$ cat config.mk
export PLATFORM = sky130hd
export DESIGN_NAME = priority_encoder_8_to_3
export DESIGN_NICKNAME = d
export VERILOG_FILES = /design/src/rtl/priority_encoder_8_to_3.sv
export SDC_FILE = /design/constraint.sdc
export NUM_CORES = 1
export LEC_CHECK = 0
export CORE_UTILIZATION = 23
export DETAILED_ROUTE_END_ITERATION = 16
export GPL_ROUTABILITY_DRIVEN = 0
export PLACE_DENSITY_LB_ADDON = 0.25
export REMOVE_ABC_BUFFERS = 1
export SLEW_MARGIN = 20
export SYNTH_ARGS = -nofsm -noshare
export SYNTH_HDL_FRONTEND = slang
export SYNTH_SLANG_ARGS = --single-unit
$ cat constraint.sdc
create_clock -name clk -period 5.8 [get_ports clk]
set_clock_uncertainty 0.2 [all_clocks]
set_input_delay 1.16 -clock clk [delete_from_list [all_inputs] [get_ports clk]]
set_output_delay 1.16 -clock clk [all_outputs]
set_load 0.01 [all_outputs]
$ cat src/rtl/priority_encoder_8_to_3.sv
`default_nettype none
// ============================================================================
// Module      : priority_encoder_8_to_3
// Description : Sticky 8-request pending register with registered, handshaked
//               lowest-index-first encoding to a 3-bit index.
// Revision    : 1.0 - initial release
// ============================================================================
module priority_encoder_8_to_3 (
  input  logic       clk,
  input  logic       rst,
  input  logic       ena,
  input  logic [7:0] in,
  input  logic       ready,
  output logic [2:0] out,
  output logic       valid,
  output logic [3:0] pend_cnt,
  output logic       overrun
);

  localparam logic [7:0] c_zero8 = 8'h00;

  logic [7:0] r_pend;
  logic [2:0] r_out;
  logic       r_valid;
  logic       r_overrun;

  logic       w_free;
  logic       w_load;
  logic [2:0] w_k;
  logic [7:0] w_load_mask;
  logic [7:0] w_cap;
  logic [7:0] w_pend_next;
  logic       w_overrun_next;
  logic [3:0] w_cnt;

  assign w_free = ~r_valid | ready;
  assign w_load = w_free & (r_pend != c_zero8);
  assign w_cap  = ena ? in : c_zero8;

  // Descending scan so the lowest set index wins.
  always_comb begin
    w_k = 3'd0;
    for (int i = 7; i >= 0; i--) begin
      if (r_pend[i]) w_k = 3'(i);
    end
  end

  always_comb begin
    w_load_mask = c_zero8;
    if (w_load) w_load_mask[w_k] = 1'b1;
  end

  // A bit being loaded this edge may be re-requested without flagging overrun.
  assign w_pend_next    = (r_pend & ~w_load_mask) | w_cap;
  assign w_overrun_next = |(w_cap & r_pend & ~w_load_mask);

  always_ff @(posedge clk or posedge rst) begin
    if (rst) begin
      r_pend    <= c_zero8;
      r_out     <= 3'd0;
      r_valid   <= 1'b0;
      r_overrun <= 1'b0;
    end else begin
      r_pend    <= w_pend_next;
      r_overrun <= w_overrun_next;
      if (w_free) begin
        r_valid <= w_load;
        if (w_load) r_out <= w_k;
      end
    end
  end

  always_comb begin
    w_cnt = 4'd0;
    for (int i = 0; i < 8; i++) begin
      w_cnt = w_cnt + {3'd0, r_pend[i]};
    end
  end

  assign out      = r_out;
  assign valid    = r_valid;
  assign overrun  = r_overrun;
  assign pend_cnt = w_cnt;

endmodule
`default_nettype wire

Word level (Yosys, flattened, before mapping)
Cells that the tools add are included.

Word-level logic and storage cells: 37. Flip-flop bits (word level): 13. Input bits: 12. Output and inout port bits: 9.

Mux-type cells: 12. $lt $le $gt $ge: 2. Add/subtract/negate cells: 7. Reduce and logical (&&, ||, !) cells: 4. Bitwise gates (word level): 8.

Operator list (number): 8-bit bitwise AND (3); 3-bit 2-to-1 mux (8); 4-bit by 1-bit adder with 4-bit output (4); 8-bit 2-to-1 mux (2); 8-bit inverter (1); 8-bit OR (1); 8-bit nonzero test (1); 8-bit OR reduction (1); 3-bit by 1-bit adder with 4-bit output (1); 3-bit by 4-bit < comparator with 1-bit output (second input constant) (1); 2-bit by 1-bit adder with 3-bit output (1); 1-bit demux with 3-bit select (1); 3-bit by 1-bit greater-or-equal comparator with 1-bit output (second input constant) (1); 1-bit by 1-bit adder with 2-bit output (1); 2-bit AND reduction (1); 1-bit bitwise AND (1); 1-bit logical AND (1); 1-bit 2-to-1 mux (1); 1-bit inverter (1); 1-bit OR (1).

Logic depth before layout (Yosys ltp)
Depth after elaboration: 16. Gate-level depth with buffers: 9. Depth with buffers taken out: 9.

Least setup slack after synthesis
OpenSTA, ideal clock, no wires.

Path kind: register to output. From: reg r_pend[0]. To: out pend_cnt[2]. Setup slack: 1670 ps. Required time: 4440 ps. Arrival time: 2770 ps. Path buffers: 0. Stages on the path, launching flop included: 10. Cells stage by stage: dfrtp_1 fa_1 inv_1 fa_1 fa_1 inv_1 ha_1 inv_1 fa_1 xnor2_1.

Longest elaborated chain between the ends: 7.

Ends and longest elaborated chain: from (decl) (line 22) `logic [7:0] r_pend;`; from (signal assigned) (line 59) `r_pend <= c_zero8;`; from (signal assigned) (line 64) `r_pend <= w_pend_next;`; 1-bit by 1-bit adder with 2-bit output (line 76) `w_cnt = w_cnt + {3'd0, r_pend[i]};`; 2-bit by 1-bit adder with 3-bit output (line 76); 3-bit by 1-bit adder with 4-bit output (line 76); 4-bit by 1-bit adder with 4-bit output (4 in a row) (line 76); to (decl) (line 16) `output logic [3:0] pend_cnt,`.

No other way between the ends.

Worst setup path in the final report
Same ends and word-level chain as after synthesis.

==> out/qor.yml <==
run:
  maxCapViolCount: 0
power:
  switching_share: 0.325
  power.density_mw_per_mm2: 251
  power_frac_seq: 0.388
  switching_power_uw: 89.6
  max-vdd-ir-drop_mv: 0.203
  total_leakage_power_uw: 0.000485
  power_frac_comb: 0.404
  total_power_uw: 276
  clock_network_fraction_of_total_power: 0.208
  p_int_uw: 186
floorplanning:
  core_area_mm2: 0.00339
  floorplan.die_area_mm2: 0.00386
  dieHeight_um: 62.1
  initial_utilization: 0.245
  floorplan.io_pins: 21
  die_width_um: 62.1
  rows: 21
detailed_routing:
  initialDrtViolationCount: 14
  route.detailed.drc: 0
  detail_route.first_pass.iterations: 4
  wl_met2_um: 789
  detailroute.via_count: 690
  m1WireLength_um: 929
  detail_route.wl_per_cell_um: 11.3
  routed_via_density: 4.31
  detail_route_met3_wl_um: 78
  wl_um: 1810
  detail-route-antenna-nets: 0
  routed.top_layer: "met4"
cells_and_area:
  drive_above_1_share: 0.0526
  nNetsFinal: 135
  layout.cells.non_filler: 160
  area_growth_pct: 32.2
  antenna-diode-count: 0
critical_path:
  cp-start-kind: "flip-flop"
  criticalPathCategory: "reg -> out"
  endpoint_kind: "primary output"
  cp_data_required_time_ps: 4440
  critical_path.most_common_cell: "sky130_fd_sc_hd__fa_1"
  r2r_setup_slack_ps: 3750
  crit_chain: "fa_1 > inv_1 > fa_1 > fa_1 > inv_1 > ha_1 > inv_1 > fa_1 > xnor2_1 > clkdlybuf4s50_1"
  worst_case_reg_to_reg_path_depth: 6
  reg2reg_to: "overrun"
  critPathArrivalTime_ps: 3650
  critical-path-slowest-cell: "sky130_fd_sc_hd__fa_1"
  reg2reg_from: "r_pend[0]"
  startpoint: "r_pend[0]"
  slowest_delay_ps: 560
  critPathMaxFanout: 8
logic_synthesis:
  top_cell_type_by_total_area_after_synthesis: "sky130_fd_sc_hd__dfrtp_1"
  synth-async-reset-ratio: 1.00
  synth_enable_flop_cells: 0
  synth_top_cells_by_count: "sky130_fd_sc_hd__inv_1 (17), sky130_fd_sc_hd__nand2_1 (16), sky130_fd_sc_hd__dfrtp_1 (13)"
  top_area_cells_in_the_synthesized_netlist: "sky130_fd_sc_hd__dfrtp_1 (39%), sky130_fd_sc_hd__fa_1 (9.6%), sky130_fd_sc_hd__inv_1 (7.7%)"
  synth_area_um2: 831
  syn_area_per_cell_um2: 9.03
  synth-main-ff-cell: "sky130_fd_sc_hd__dfrtp_1"
  synth_cell_types: 27
  syn-instance-count: 92
  synth.yosys.warnings: 0
  synth-seq-cells: 13
  synth_most_common_cell: "sky130_fd_sc_hd__inv_1"
  synth_top_area_frac: 0.392
  sequential_share_of_the_synthesized_area: 0.392
clock_tree:
  tritoncts_num_sinks: 13
  clock_tree.buffer_depth: 2
  cts_root_buf: "sky130_fd_sc_hd__clkbuf_4"
  cts_hold_repair.buffers: 0
  ctsResizeCount: 0
  post_cts_repair_setup_buffers: 0
  cts_tree: "built"
  clock_tree.htree_level_count: 1
  clkLatencyLatePin_ps: 280
  number_of_buffers_created_by_cts: 3
  cts.reportedPaths.clkPinSlew_ps: 80
hold_path:
  destination_of_the_worst_hold_path: "out[1]"
  timing.hold.worst_path_depth: 2
  worst_hold_path_type: "reg -> reg"
  holdCritStartpoint: "out[1]"
sta:
  timing_max_transition_violations_final: 0
  timing_hold_violations_final: 0
  maxClockFrequency_mhz: 200
  rsz_0062_raised_after_global_routing: "false"
  setup_violations: 0
  final_period_minus_worst_setup_slack_ps: 5010
  hold_slack_ps: 282
  worst-slew-pin-transition_ps: 508
  max_slew_margin: 0.661
  min_period_over_period: 0.864
  setup_total_negative_slack_ps: 0
  worst_slack_ps: 788
global_routing:
  via_count_of_the_first_global_routing_pass: 652
  grt_max_degree: 14
  grt_antenna_before_repair: 0
  grt_pass1_wl_um: 3110
  grt.total_usage: 0.103
  globalRouteOverflowTotal: 0
place:
  preCtsSetupSlack_ps: 1120
  total_instance_count_after_detailed_placement: 156
  place.detailed.hpwl_um: 1380
  portBuffers: 20
outcome:
  outcome: "completed"
-- per-stage QoR --
stage,area [um^2],util
6_report,1100,0.324
5_1_grt,1100,0.324
4_1_cts,1100,0.324
3_5_place_dp,1070,0.316
3_3_place_gp,1070,0.316
2_1_floorplan,815,-
-- placed cells by master (no fill, tap or decap) --
cell type / instances
sky130_fd_sc_hd__xnor2_1: 1
sky130_fd_sc_hd__nand2_1: 16
sky130_fd_sc_hd__and3_1: 1
sky130_fd_sc_hd__dfrtp_1: 13
sky130_fd_sc_hd__nor2_2: 1
sky130_fd_sc_hd__nor2b_1: 1
sky130_fd_sc_hd__nor4_2: 1
sky130_fd_sc_hd__o21ai_0: 9
sky130_fd_sc_hd__a21o_1: 1
sky130_fd_sc_hd__fa_1: 4
sky130_fd_sc_hd__a31oi_1: 1
sky130_fd_sc_hd__a21oi_1: 2
sky130_fd_sc_hd__a22o_2: 1
sky130_fd_sc_hd__a22o_1: 2
sky130_fd_sc_hd__clkbuf_1: 1
sky130_fd_sc_hd__nand2b_1: 1
sky130_fd_sc_hd__clkbuf_4: 3
sky130_fd_sc_hd__o2111ai_1: 2
sky130_fd_sc_hd__a32o_1: 1
sky130_fd_sc_hd__inv_1: 17
sky130_fd_sc_hd__ha_1: 4
sky130_fd_sc_hd__o31ai_1: 2
sky130_fd_sc_hd__clkdlybuf4s50_1: 20
sky130_fd_sc_hd__o22ai_1: 1
sky130_fd_sc_hd__nor2_1: 2
sky130_fd_sc_hd__nand4_1: 4
sky130_fd_sc_hd__nand3_1: 1
sky130_fd_sc_hd__or3_1: 1
-- flip-flops by register name, indices dropped and copies added (netlist names) --
| name | flops |
|---|---|
| out | 3 |
| overrun | 1 |
| r_pend | 8 |
| valid | 1 |
-- routing by layer --
metal | vias up | track usage
met5 | - | 0
met4 | 0 | 0.0262
met3 | 2 | 0.0386
met2 | 15 | 0.147
met1 | 317 | 0.147
li1 | 356 | -
-- cell type report --
| class | instances | area, um^2 |
|---|---|---|
| clock buffers | 4 | 26.3 |
| repair buffers | 20 | 200 |
| multi-input cells | 60 | 425 |
| inverters | 17 | 63.8 |
| flip-flops and latches | 13 | 325 |
| well taps | 46 | 57.6 |
| fillers | 359 | 2290 |
-- worst max-delay path, delay by kind of cell (launching register included) --
family / cells / cell delay, ps
buffers and inverters: 4 / 730
adders and majority gates: 5 / 1990
xor gates and xnor gates: 1 / 170
DFF: 1 / 470
-- logic make-up after synthesis --
group / share of synthesized area
AO/OA/AOI/OAI: 0.175
AND/OR/NAND/NOR: 0.170
adder cells (fa/ha/maj): 0.157
XOR/XNOR: 0.0105
flip-flops: 0.392
buffers and inverters: 0.0964
-- power by group through the flow --
stage | Combinational [uW] | Clock (uW) | Sequential, uW
floorplan | 56.6 | 0 | 108
global placement | 111 | 0 | 108
detailed placement | 111 | 0 | 109
CTS | 113 | 60.9 | 107
global route | 123 | 64.0 | 108
finish | 112 | 57.5 | 107
-- worst max path at each step --
stage	slack, ps	end
floorplan	1670	pend_cnt[2]
global placement	1150	pend_cnt[2]
detailed placement	1120	pend_cnt[2]
CTS	760	pend_cnt[2]
global route	610	pend_cnt[2]
finish	790	pend_cnt[2]
No activity file was read; power rests on OpenSTA's default activity.
